## config.mk

```make
export PLATFORM = sky130hd
export DESIGN_NAME = uart_boot_loader
export DESIGN_NICKNAME = d
export VERILOG_FILES = /design/src/rtl/uart_boot_loader.sv
export SDC_FILE = /design/constraint.sdc
export NUM_CORES = 1
export LEC_CHECK = 0
export ABC_AREA = 0
export CELL_PAD_IN_SITES_DETAIL_PLACEMENT = 2
export CELL_PAD_IN_SITES_GLOBAL_PLACEMENT = 2
export CORE_ASPECT_RATIO = 1.25
export CORE_MARGIN = 2
export CORE_UTILIZATION = 37
export CTS_BUF_LIST = sky130_fd_sc_hd__clkbuf_16
export CTS_CLUSTER_DIAMETER = 80
export DETAILED_ROUTE_END_ITERATION = 16
export DONT_BUFFER_PORTS = 1
export PLACE_DENSITY_LB_ADDON = 0.2
export SYNTH_ARGS = -nofsm -noshare
export SYNTH_HDL_FRONTEND = slang
export SYNTH_SLANG_ARGS = --single-unit
export TNS_END_PERCENT = 20
```

## constraint.sdc

```tcl
create_clock -name clk -period 2.15 [get_ports clk]
set_clock_uncertainty 0.15 [all_clocks]
set_input_delay 0.3225 -clock clk [delete_from_list [all_inputs] [get_ports clk]]
set_output_delay 0.3225 -clock clk [all_outputs]
set_load 0.02 [all_outputs]
```

## src/rtl/uart_boot_loader.sv

```systemverilog
// UART program loader: frames A5/len/data/checksum into 32-bit imem writes, holds the core until accepted.
// Latency: one cycle from the final stop-bit sample to imem_we / release / boot_err; no back-pressure.
// BOOT_CHECKSUM_EN enables the trailing checksum byte (CHK state); the default build omits it.
module uart_boot_loader #(
  parameter int CLK_HZ    = 12_000_000,
  parameter int BAUD      = 115_200,
  parameter int MEM_WORDS = 2048,
  localparam int ADDR_W   = $clog2(MEM_WORDS)
) (
  input  logic              clk,
  input  logic              reset,
  input  logic              uart_rx,
  output logic              imem_we,
  output logic [ADDR_W-1:0] imem_addr,
  output logic [31:0]       imem_wdata,
  output logic              cpu_hold,
  output logic              boot_done,
  output logic              boot_err,
  output logic              frame_err
);

  localparam int CPB   = CLK_HZ / BAUD;
  localparam int CNT_W = $clog2(CPB);
  localparam logic [CNT_W-1:0] BIT_END  = CNT_W'(CPB - 1);
  localparam logic [CNT_W-1:0] HALF_END = CNT_W'(CPB / 2 - 1);
  localparam logic [CNT_W-1:0] CNT_ONE  = CNT_W'(1);
  localparam logic [ADDR_W:0]  PTR_ONE  = (ADDR_W + 1)'(1);
  localparam logic [15:0]      MAX_LEN  = 16'(MEM_WORDS);

  typedef enum logic [1:0] {RX_IDLE, RX_START, RX_DATA, RX_STOP} rx_state_t;

  typedef enum logic [2:0] {
    IDLE,
    LEN_LO,
    LEN_HI,
    DATA,
`ifdef BOOT_CHECKSUM_EN
    CHK,
`endif
    DONE
  } state_t;

  rx_state_t        rx_state;
  logic             rx_s1, rx_s2, rx_prev;
  logic [CNT_W-1:0] bit_cnt;
  logic [2:0]       bit_idx;
  logic [7:0]       rx_shift;
  logic             byte_valid;

  state_t           state;
  logic [7:0]       len_lo;
  logic [ADDR_W:0]  len_q;
  logic [ADDR_W:0]  wr_ptr;
  logic [1:0]       byte_idx;
  logic [23:0]      asm_q;
`ifdef BOOT_CHECKSUM_EN
  logic [7:0]       csum;
`endif

  logic [15:0]      len_word;
  logic [ADDR_W:0]  wr_ptr_nxt;
  logic             word_last;

  always_comb begin
    len_word   = {rx_shift, len_lo};
    wr_ptr_nxt = wr_ptr + PTR_ONE;
    word_last  = (wr_ptr_nxt == len_q);
  end

  // Start is a high-to-low transition so a line held low after a framing error cannot retrigger.
  always_ff @(posedge clk or negedge reset) begin
    if (!reset) begin
      rx_s1      <= 1'b1;
      rx_s2      <= 1'b1;
      rx_prev    <= 1'b1;
      rx_state   <= RX_IDLE;
      bit_cnt    <= '0;
      bit_idx    <= '0;
      rx_shift   <= '0;
      byte_valid <= 1'b0;
      frame_err  <= 1'b0;
    end else begin
      rx_s1      <= uart_rx;
      rx_s2      <= rx_s1;
      rx_prev    <= rx_s2;
      byte_valid <= 1'b0;
      frame_err  <= 1'b0;
      case (rx_state)
        RX_IDLE: begin
          if (rx_prev && !rx_s2) begin
            bit_cnt  <= '0;
            rx_state <= RX_START;
          end
        end
        RX_START: begin
          if (bit_cnt == HALF_END) begin
            bit_cnt  <= '0;
            bit_idx  <= '0;
            rx_state <= rx_s2 ? RX_IDLE : RX_DATA;
          end else begin
            bit_cnt <= bit_cnt + CNT_ONE;
          end
        end
        RX_DATA: begin
          if (bit_cnt == BIT_END) begin
            bit_cnt  <= '0;
            rx_shift <= {rx_s2, rx_shift[7:1]};
            if (bit_idx == 3'd7) begin
              rx_state <= RX_STOP;
            end else begin
              bit_idx <= bit_idx + 3'd1;
            end
          end else begin
            bit_cnt <= bit_cnt + CNT_ONE;
          end
        end
        RX_STOP: begin
          if (bit_cnt == BIT_END) begin
            bit_cnt  <= '0;
            rx_state <= RX_IDLE;
            if (rx_s2) begin
              byte_valid <= 1'b1;
            end else begin
              frame_err <= 1'b1;
            end
          end else begin
            bit_cnt <= bit_cnt + CNT_ONE;
          end
        end
        default: rx_state <= RX_IDLE;
      endcase
    end
  end

  always_ff @(posedge clk or negedge reset) begin
    if (!reset) begin
      state      <= IDLE;
      len_lo     <= '0;
      len_q      <= '0;
      wr_ptr     <= '0;
      byte_idx   <= '0;
      asm_q      <= '0;
`ifdef BOOT_CHECKSUM_EN
      csum       <= '0;
`endif
      imem_we    <= 1'b0;
      imem_addr  <= '0;
      imem_wdata <= '0;
      cpu_hold   <= 1'b1;
      boot_done  <= 1'b0;
      boot_err   <= 1'b0;
    end else begin
      imem_we  <= 1'b0;
      boot_err <= 1'b0;
      // Sitting in IDLE keeps the counters cleared, so any retry reloads from word 0.
      if (state == IDLE) begin
        wr_ptr   <= '0;
        byte_idx <= '0;
`ifdef BOOT_CHECKSUM_EN
        csum     <= '0;
`endif
      end
      if (frame_err) begin
        if (state != DONE) begin
          state <= IDLE;
        end
      end else if (byte_valid) begin
        case (state)
          IDLE: begin
            if (rx_shift == 8'hA5) begin
              state <= LEN_LO;
            end
          end
          LEN_LO: begin
            len_lo <= rx_shift;
            state  <= LEN_HI;
          end
          LEN_HI: begin
            if (len_word > MAX_LEN) begin
              boot_err <= 1'b1;
              state    <= IDLE;
            end else if (len_word == 16'd0) begin
`ifdef BOOT_CHECKSUM_EN
              state <= CHK;
`else
              state     <= DONE;
              cpu_hold  <= 1'b0;
              boot_done <= 1'b1;
`endif
            end else begin
              len_q <= len_word[ADDR_W:0];
              state <= DATA;
            end
          end
          DATA: begin
`ifdef BOOT_CHECKSUM_EN
            csum <= csum + rx_shift;
`endif
            byte_idx <= byte_idx + 2'd1;
            if (byte_idx == 2'd3) begin
              imem_we    <= 1'b1;
              imem_addr  <= wr_ptr[ADDR_W-1:0];
              imem_wdata <= {rx_shift, asm_q};
              wr_ptr     <= wr_ptr_nxt;
              if (word_last) begin
`ifdef BOOT_CHECKSUM_EN
                state <= CHK;
`else
                state     <= DONE;
                cpu_hold  <= 1'b0;
                boot_done <= 1'b1;
`endif
              end
            end else begin
              // Bytes shift in from the top so the first one ends up in [7:0].
              asm_q <= {rx_shift, asm_q[23:8]};
            end
          end
`ifdef BOOT_CHECKSUM_EN
          CHK: begin
            if (rx_shift == csum) begin
              state     <= DONE;
              cpu_hold  <= 1'b0;
              boot_done <= 1'b1;
            end else begin
              boot_err <= 1'b1;
              state    <= IDLE;
            end
          end
`endif
          DONE: begin
            state <= DONE;
          end
          default: state <= IDLE;
        endcase
      end
    end
  end

endmodule
```

# Word level (Yosys, flattened, before mapping)
# Index checks and enable logic that the tools add are counted.
# W data, S select, Z words.
dict set report totals {
  reg_bits 133
  latch_bits 0
  ramBits 0
  mem_bits_ro 0
  inputBits 3
  output_inout_bits 48
  word_cells 133
  memories 0
}
dict set report classes {
  add_sub_neg 4
  n_mul 0
  div 0
  order_cmp 1
  n_eq_ne 28
  shift 0
  muxes 57
  bitwise 4
  n_reduce_logical 18
}
# op n
set op_table {}
lappend op_table {{$mux W12} 5}
lappend op_table {{$mux W3} 11}
lappend op_table {{$mux W1} 22}
lappend op_table {{$mux W7} 3}
lappend op_table {{$pmux W7 S3} 1}
lappend op_table {{$mux W2} 10}
lappend op_table {{$ne A2 B2 Y1 const B} 10}
lappend op_table {{$gt A16 B12 Y1 const B} 1}
lappend op_table {{$logic_not A16 Y1} 1}
lappend op_table {{$pmux W3 S5} 1}
lappend op_table {{$reduce_and A5 Y1} 3}
lappend op_table {{$add A12 B1 Y12 const B} 1}
lappend op_table {{$eq A12 B12 Y1} 1}
lappend op_table {{$reduce_and A4 Y1} 3}
lappend op_table {{$ne A3 B3 Y1 const B} 3}
lappend op_table {{$eq A8 B8 Y1 const B} 1}
lappend op_table {{$pmux W2 S4} 1}
lappend op_table {{$add A7 B1 Y7 const B} 1}
lappend op_table {{$eq A7 B6 Y1 const B} 1}
lappend op_table {{$eq A7 B7 Y1 const B} 1}
lappend op_table {{$reduce_and A7 Y1} 1}
lappend op_table {{$eq A2 B2 Y1 const B} 3}
lappend op_table {{$eq A3 B2 Y1 const B} 2}
lappend op_table {{$eq A3 B3 Y1 const B} 2}
lappend op_table {{other kinds (17)} 23}

# Longest topological paths before layout
dict set report depth {
  ltp_word 7
  ltp_mapped 8
  mapped_depth_nobuf 7
}

# Worst setup path before layout
# Ideal clock, no wire load.
dict set report synth_timing {
  path_type {reg2reg}
  from {reg wr_ptr[0]}
  to {reg cpu_hold}
  arrival_time_ps 1977
  path_slack_ps -55
  path_stages_with_launch 9
  n_path_buf 1
  period_less_slack_ps 2205
  cell_sequence {dfrtp_1 -> ha_1 -> clkbuf_1 -> nand4_1 -> nor4_1 -> a311o_1 -> nor4_2 -> a41oi_2 -> and2_1}
}
dict set report synth_via {
  elab_chain_cells 4
}
# item line
set synth_rtl {}
lappend synth_rtl {{start: declaration} 53} ;# logic [ADDR_W:0] wr_ptr;
lappend synth_rtl {{start signal: assignment} 204} ;# wr_ptr <= wr_ptr_nxt;
lappend synth_rtl {{$add A12 B1 Y12} 66} ;# wr_ptr_nxt = wr_ptr + PTR_ONE;
lappend synth_rtl {{$eq A12 B12 Y1} 67} ;# word_last = (wr_ptr_nxt == len_q);
lappend synth_rtl {{$ne A2 B2 Y1 (no source line)} --}
lappend synth_rtl {{$reduce_and A7 Y1 (no source line)} --}
lappend synth_rtl {{end signal: assignment} 149} ;# cpu_hold <= 1'b1;
lappend synth_rtl {{end signal: assignment} 187} ;# cpu_hold <= 1'b0;
lappend synth_rtl {{end signal: assignment} 210} ;# cpu_hold <= 1'b0;
lappend synth_rtl {{end: declaration} 16} ;# output logic cpu_hold,
# Every way passes these cells.
# A chain may end at the register's enable or synchronous reset.

# Worst setup path in the final report
dict set report layout_timing {
  from {reg wr_ptr[1]}
  to {reg cpu_hold}
}
# Same word-level chain as after synthesis.

==> metrics.yaml <==
status: "finished with violations"
violations: "negative hold slack, negative setup slack"
worstSetupStartpointType: "flop"
die_x_um: 117
ys_ff_latch: 133
start_util_pct: 38.0
gp_congestion: 0.907
io_pins: 51
crit_top_cell: "buf_6"
reg2reg_from: "wr_ptr[1]"
reg2reg_to: "cpu_hold"
final_cell_mix: "nand2_1 (155), dfrtp_1 (124), buf_4 (43)"
crit_arrival_ns: 2.46
clk_latency_ns: 0.43
path_buf_inv: 2
ant_nets: 0
cp-end-kind: "flop"
path_max_fanout: 5
p_leak_nw: 3.65
syn-num-nets: 577
cts_max_path_buffers: 2
cts_num_sinks: 133
syn_inst: 569
period_needed_ns: 2.25
cts_buffers: 17
n_antenna_cell: 0
vias: 4512
relSlewSlack_pct: 62.8
reg2reg_depth: 8
wl_per_cell_um: 20.0
synth_area_per_cell_um2: 10.5
grt_pass1_wl_um: 28100
netlist_area_mm2: 0.00595
grt_remaining_overflow: 0
worst-r2r-setup-slack_ns: -0.10
synth-edff-count: 0
post-route-util_pct: 47.8
worst_slack_ns: -0.102
drt_wl_total_um: 16800
ctsHoldBuffers: 1
hold_slack_ns: -0.558
final_common_cell: "nand2_1"
tritoncts: "done"
synthFlopType: "dfrtp_1"
grt_setup_unrepaired: "true"
fp.dieH_um: 146
path_delay_family: "compound AO/OA/AOI/OAI gates"
max_cap_viol_count: 0
finalPower_mw: 6.40
drt-initial-drc-count: 150
yosysWarnings: 0
hold_viol: 133
path_cells: "buf_6 > nand3_4 > buf_6 > mux2i_4 > o31ai_4 > a2111oi_4 > a41oi_2 > and2_1"
ys_async_sr_fraction_pct: 100
synth_cell_types: 58
layout.nets: 624
antenna_found_initial: 0
worst_slew_pin_slew_ns: 0.553
grt_pass1_vias: 5186
portBuffers: 0
clk_pin_slew_ns: 0.06
avgViaCountPerCell: 5.37
ys_seq_area_share_pct: 56.0
drc_errors: 0
irDropWorstVdd_mv: 0.540
grt_util_all_layers_pct: 20.9
slowest_delay_ns: 0.45
grt_max_degree: 134
hold_path.class: "in -> async"
die-area_mm2: 0.0171
fmax_mhz: 444
num_rows: 51
crit_type: "reg -> reg"
drive_gt1_share_pct: 25.3
area_delta_synth_final_pct: 25.6
fin_crit_sh_pct: 105
cts_root_buf: "clkbuf_16"
setup_viol: 5
slew_viol_final: 0
slowest_stage: "dfrtp_2"
post-dp-hpwl_um: 10800
htreeDepth: 4
core-area_mm2: 0.0156
drt_pass1_iterations: 4
power_density_mw_per_mm2: 856
worstPathRequired_ns: 2.36
==> synth_stat cells (3+ instances only) <==
cell type,number,share of area (%)
nand2_1,156,9.8
dfrtp_1,129,54
mux2_1,33,6.2
o21ai_1,22,1.9
mux2_2,20,3.8
clkbuf_1,19,1.2
nor2_1,19,1.2
nand3_1,17,1.4
o21ai_0,14,1.2
nor3_1,9,0.76
o31ai_1,9,1.1
inv_1,8,0.50
xnor2_1,7,1.0
a21oi_1,6,0.50
buf_2,6,0.50
nor2b_1,6,0.63
nor4_1,6,0.63
xor2_1,6,0.88
and2_1,5,0.53
and3_1,5,0.53
ha_1,5,1.1
dfstp_2,4,1.8
nand2b_1,4,0.42
nand4_1,4,0.42
a211oi_1,3,0.38
a22oi_1,3,0.38
mux2i_1,3,0.50
nor3b_1,3,0.38
==> sequential cells by signal (all words and copies together) (netlist names), 2 cells and up, named ones only <==
name        cells
bit_idx         3
state           3
len_lo          8
len_q          12
wr_ptr         12
bit_cnt         7
asm_q          24
imem_addr      11
imem_wdata     32
rx_shift        8
byte_idx        2
==> routing by layer <==
layer,track usage [%],vias up,part of all wire (%)
li1,-,2043,-
met1,23.0,2350,40
met2,38.2,83,54
met3,4.39,36,3.0
met4,9.82,0,3.4
met5,0,-,0
==> what timing repair did <==
item / CTS / global route
hold endpoints to repair: 134 / 133
setup endpoints to repair: 32 / 55
setup buffers: 4 / 8
pin swaps: 8 / 11
resized for setup: 20 / 34
==> logic make-up after synthesis <==
| group | synth area share, % |
|---|---|
| buffers and inverters | 2.78 |
| adder cells (fa/ha/maj) | 1.05 |
| XOR/XNOR | 1.91 |
| flip-flops | 56.0 |
| AND/OR/NAND/NOR | 19.4 |
| multiplexers | 10.5 |
| AO/OA/AOI/OAI | 8.27 |
==> report_power, final <==
part / internal [mW] / leakage [nW] / switching (mW)
registers: 2.59 / 1.82 / 0.114
clock network: 2.06 / 0.311 / 1.16
logic: 0.226 / 1.52 / 0.240
==> through the flow <==
| step | cells | cell area (µm²) | worst slack, ns | TNS (ns) |
|---|---|---|---|---|
| 2_1_floorplan | 569 | 5950 | -0.0151 | -0.0151 |
| 5_1_grt | 841 | 7470 | -0.196 | -0.946 |
| 3_3_place_gp | 797 | 6460 | -0.0461 | -0.136 |
| 3_5_place_dp | 797 | 6460 | -0.167 | -0.902 |
| 6_report | 841 | 7470 | -0.102 | -0.297 |
| 4_1_cts | 833 | 7250 | -0.119 | -0.524 |
==> area by class of cell <==
cell class	count	area (µm²)
Tap cell	212	265
Inverter	9	33.8
Clock buffer	17	425
Clock inverter	15	229
Timing Repair Buffer	57	505
Multi-Input combinational cell	398	2670
Sequential cell	133	3340
Fill cell	1560	8160
==> worst max-delay path by stage <==
stage,from,end,cells after the start
global route,wr_ptr[0],cpu_hold,7
global placement,state[2],wr_ptr[11],7
CTS,wr_ptr[0],cpu_hold,7
finish,wr_ptr[1],cpu_hold,8
detailed placement,wr_ptr[0],cpu_hold,7
floorplan,wr_ptr[0],cpu_hold,8
Power figures use the tool's default switching activity.
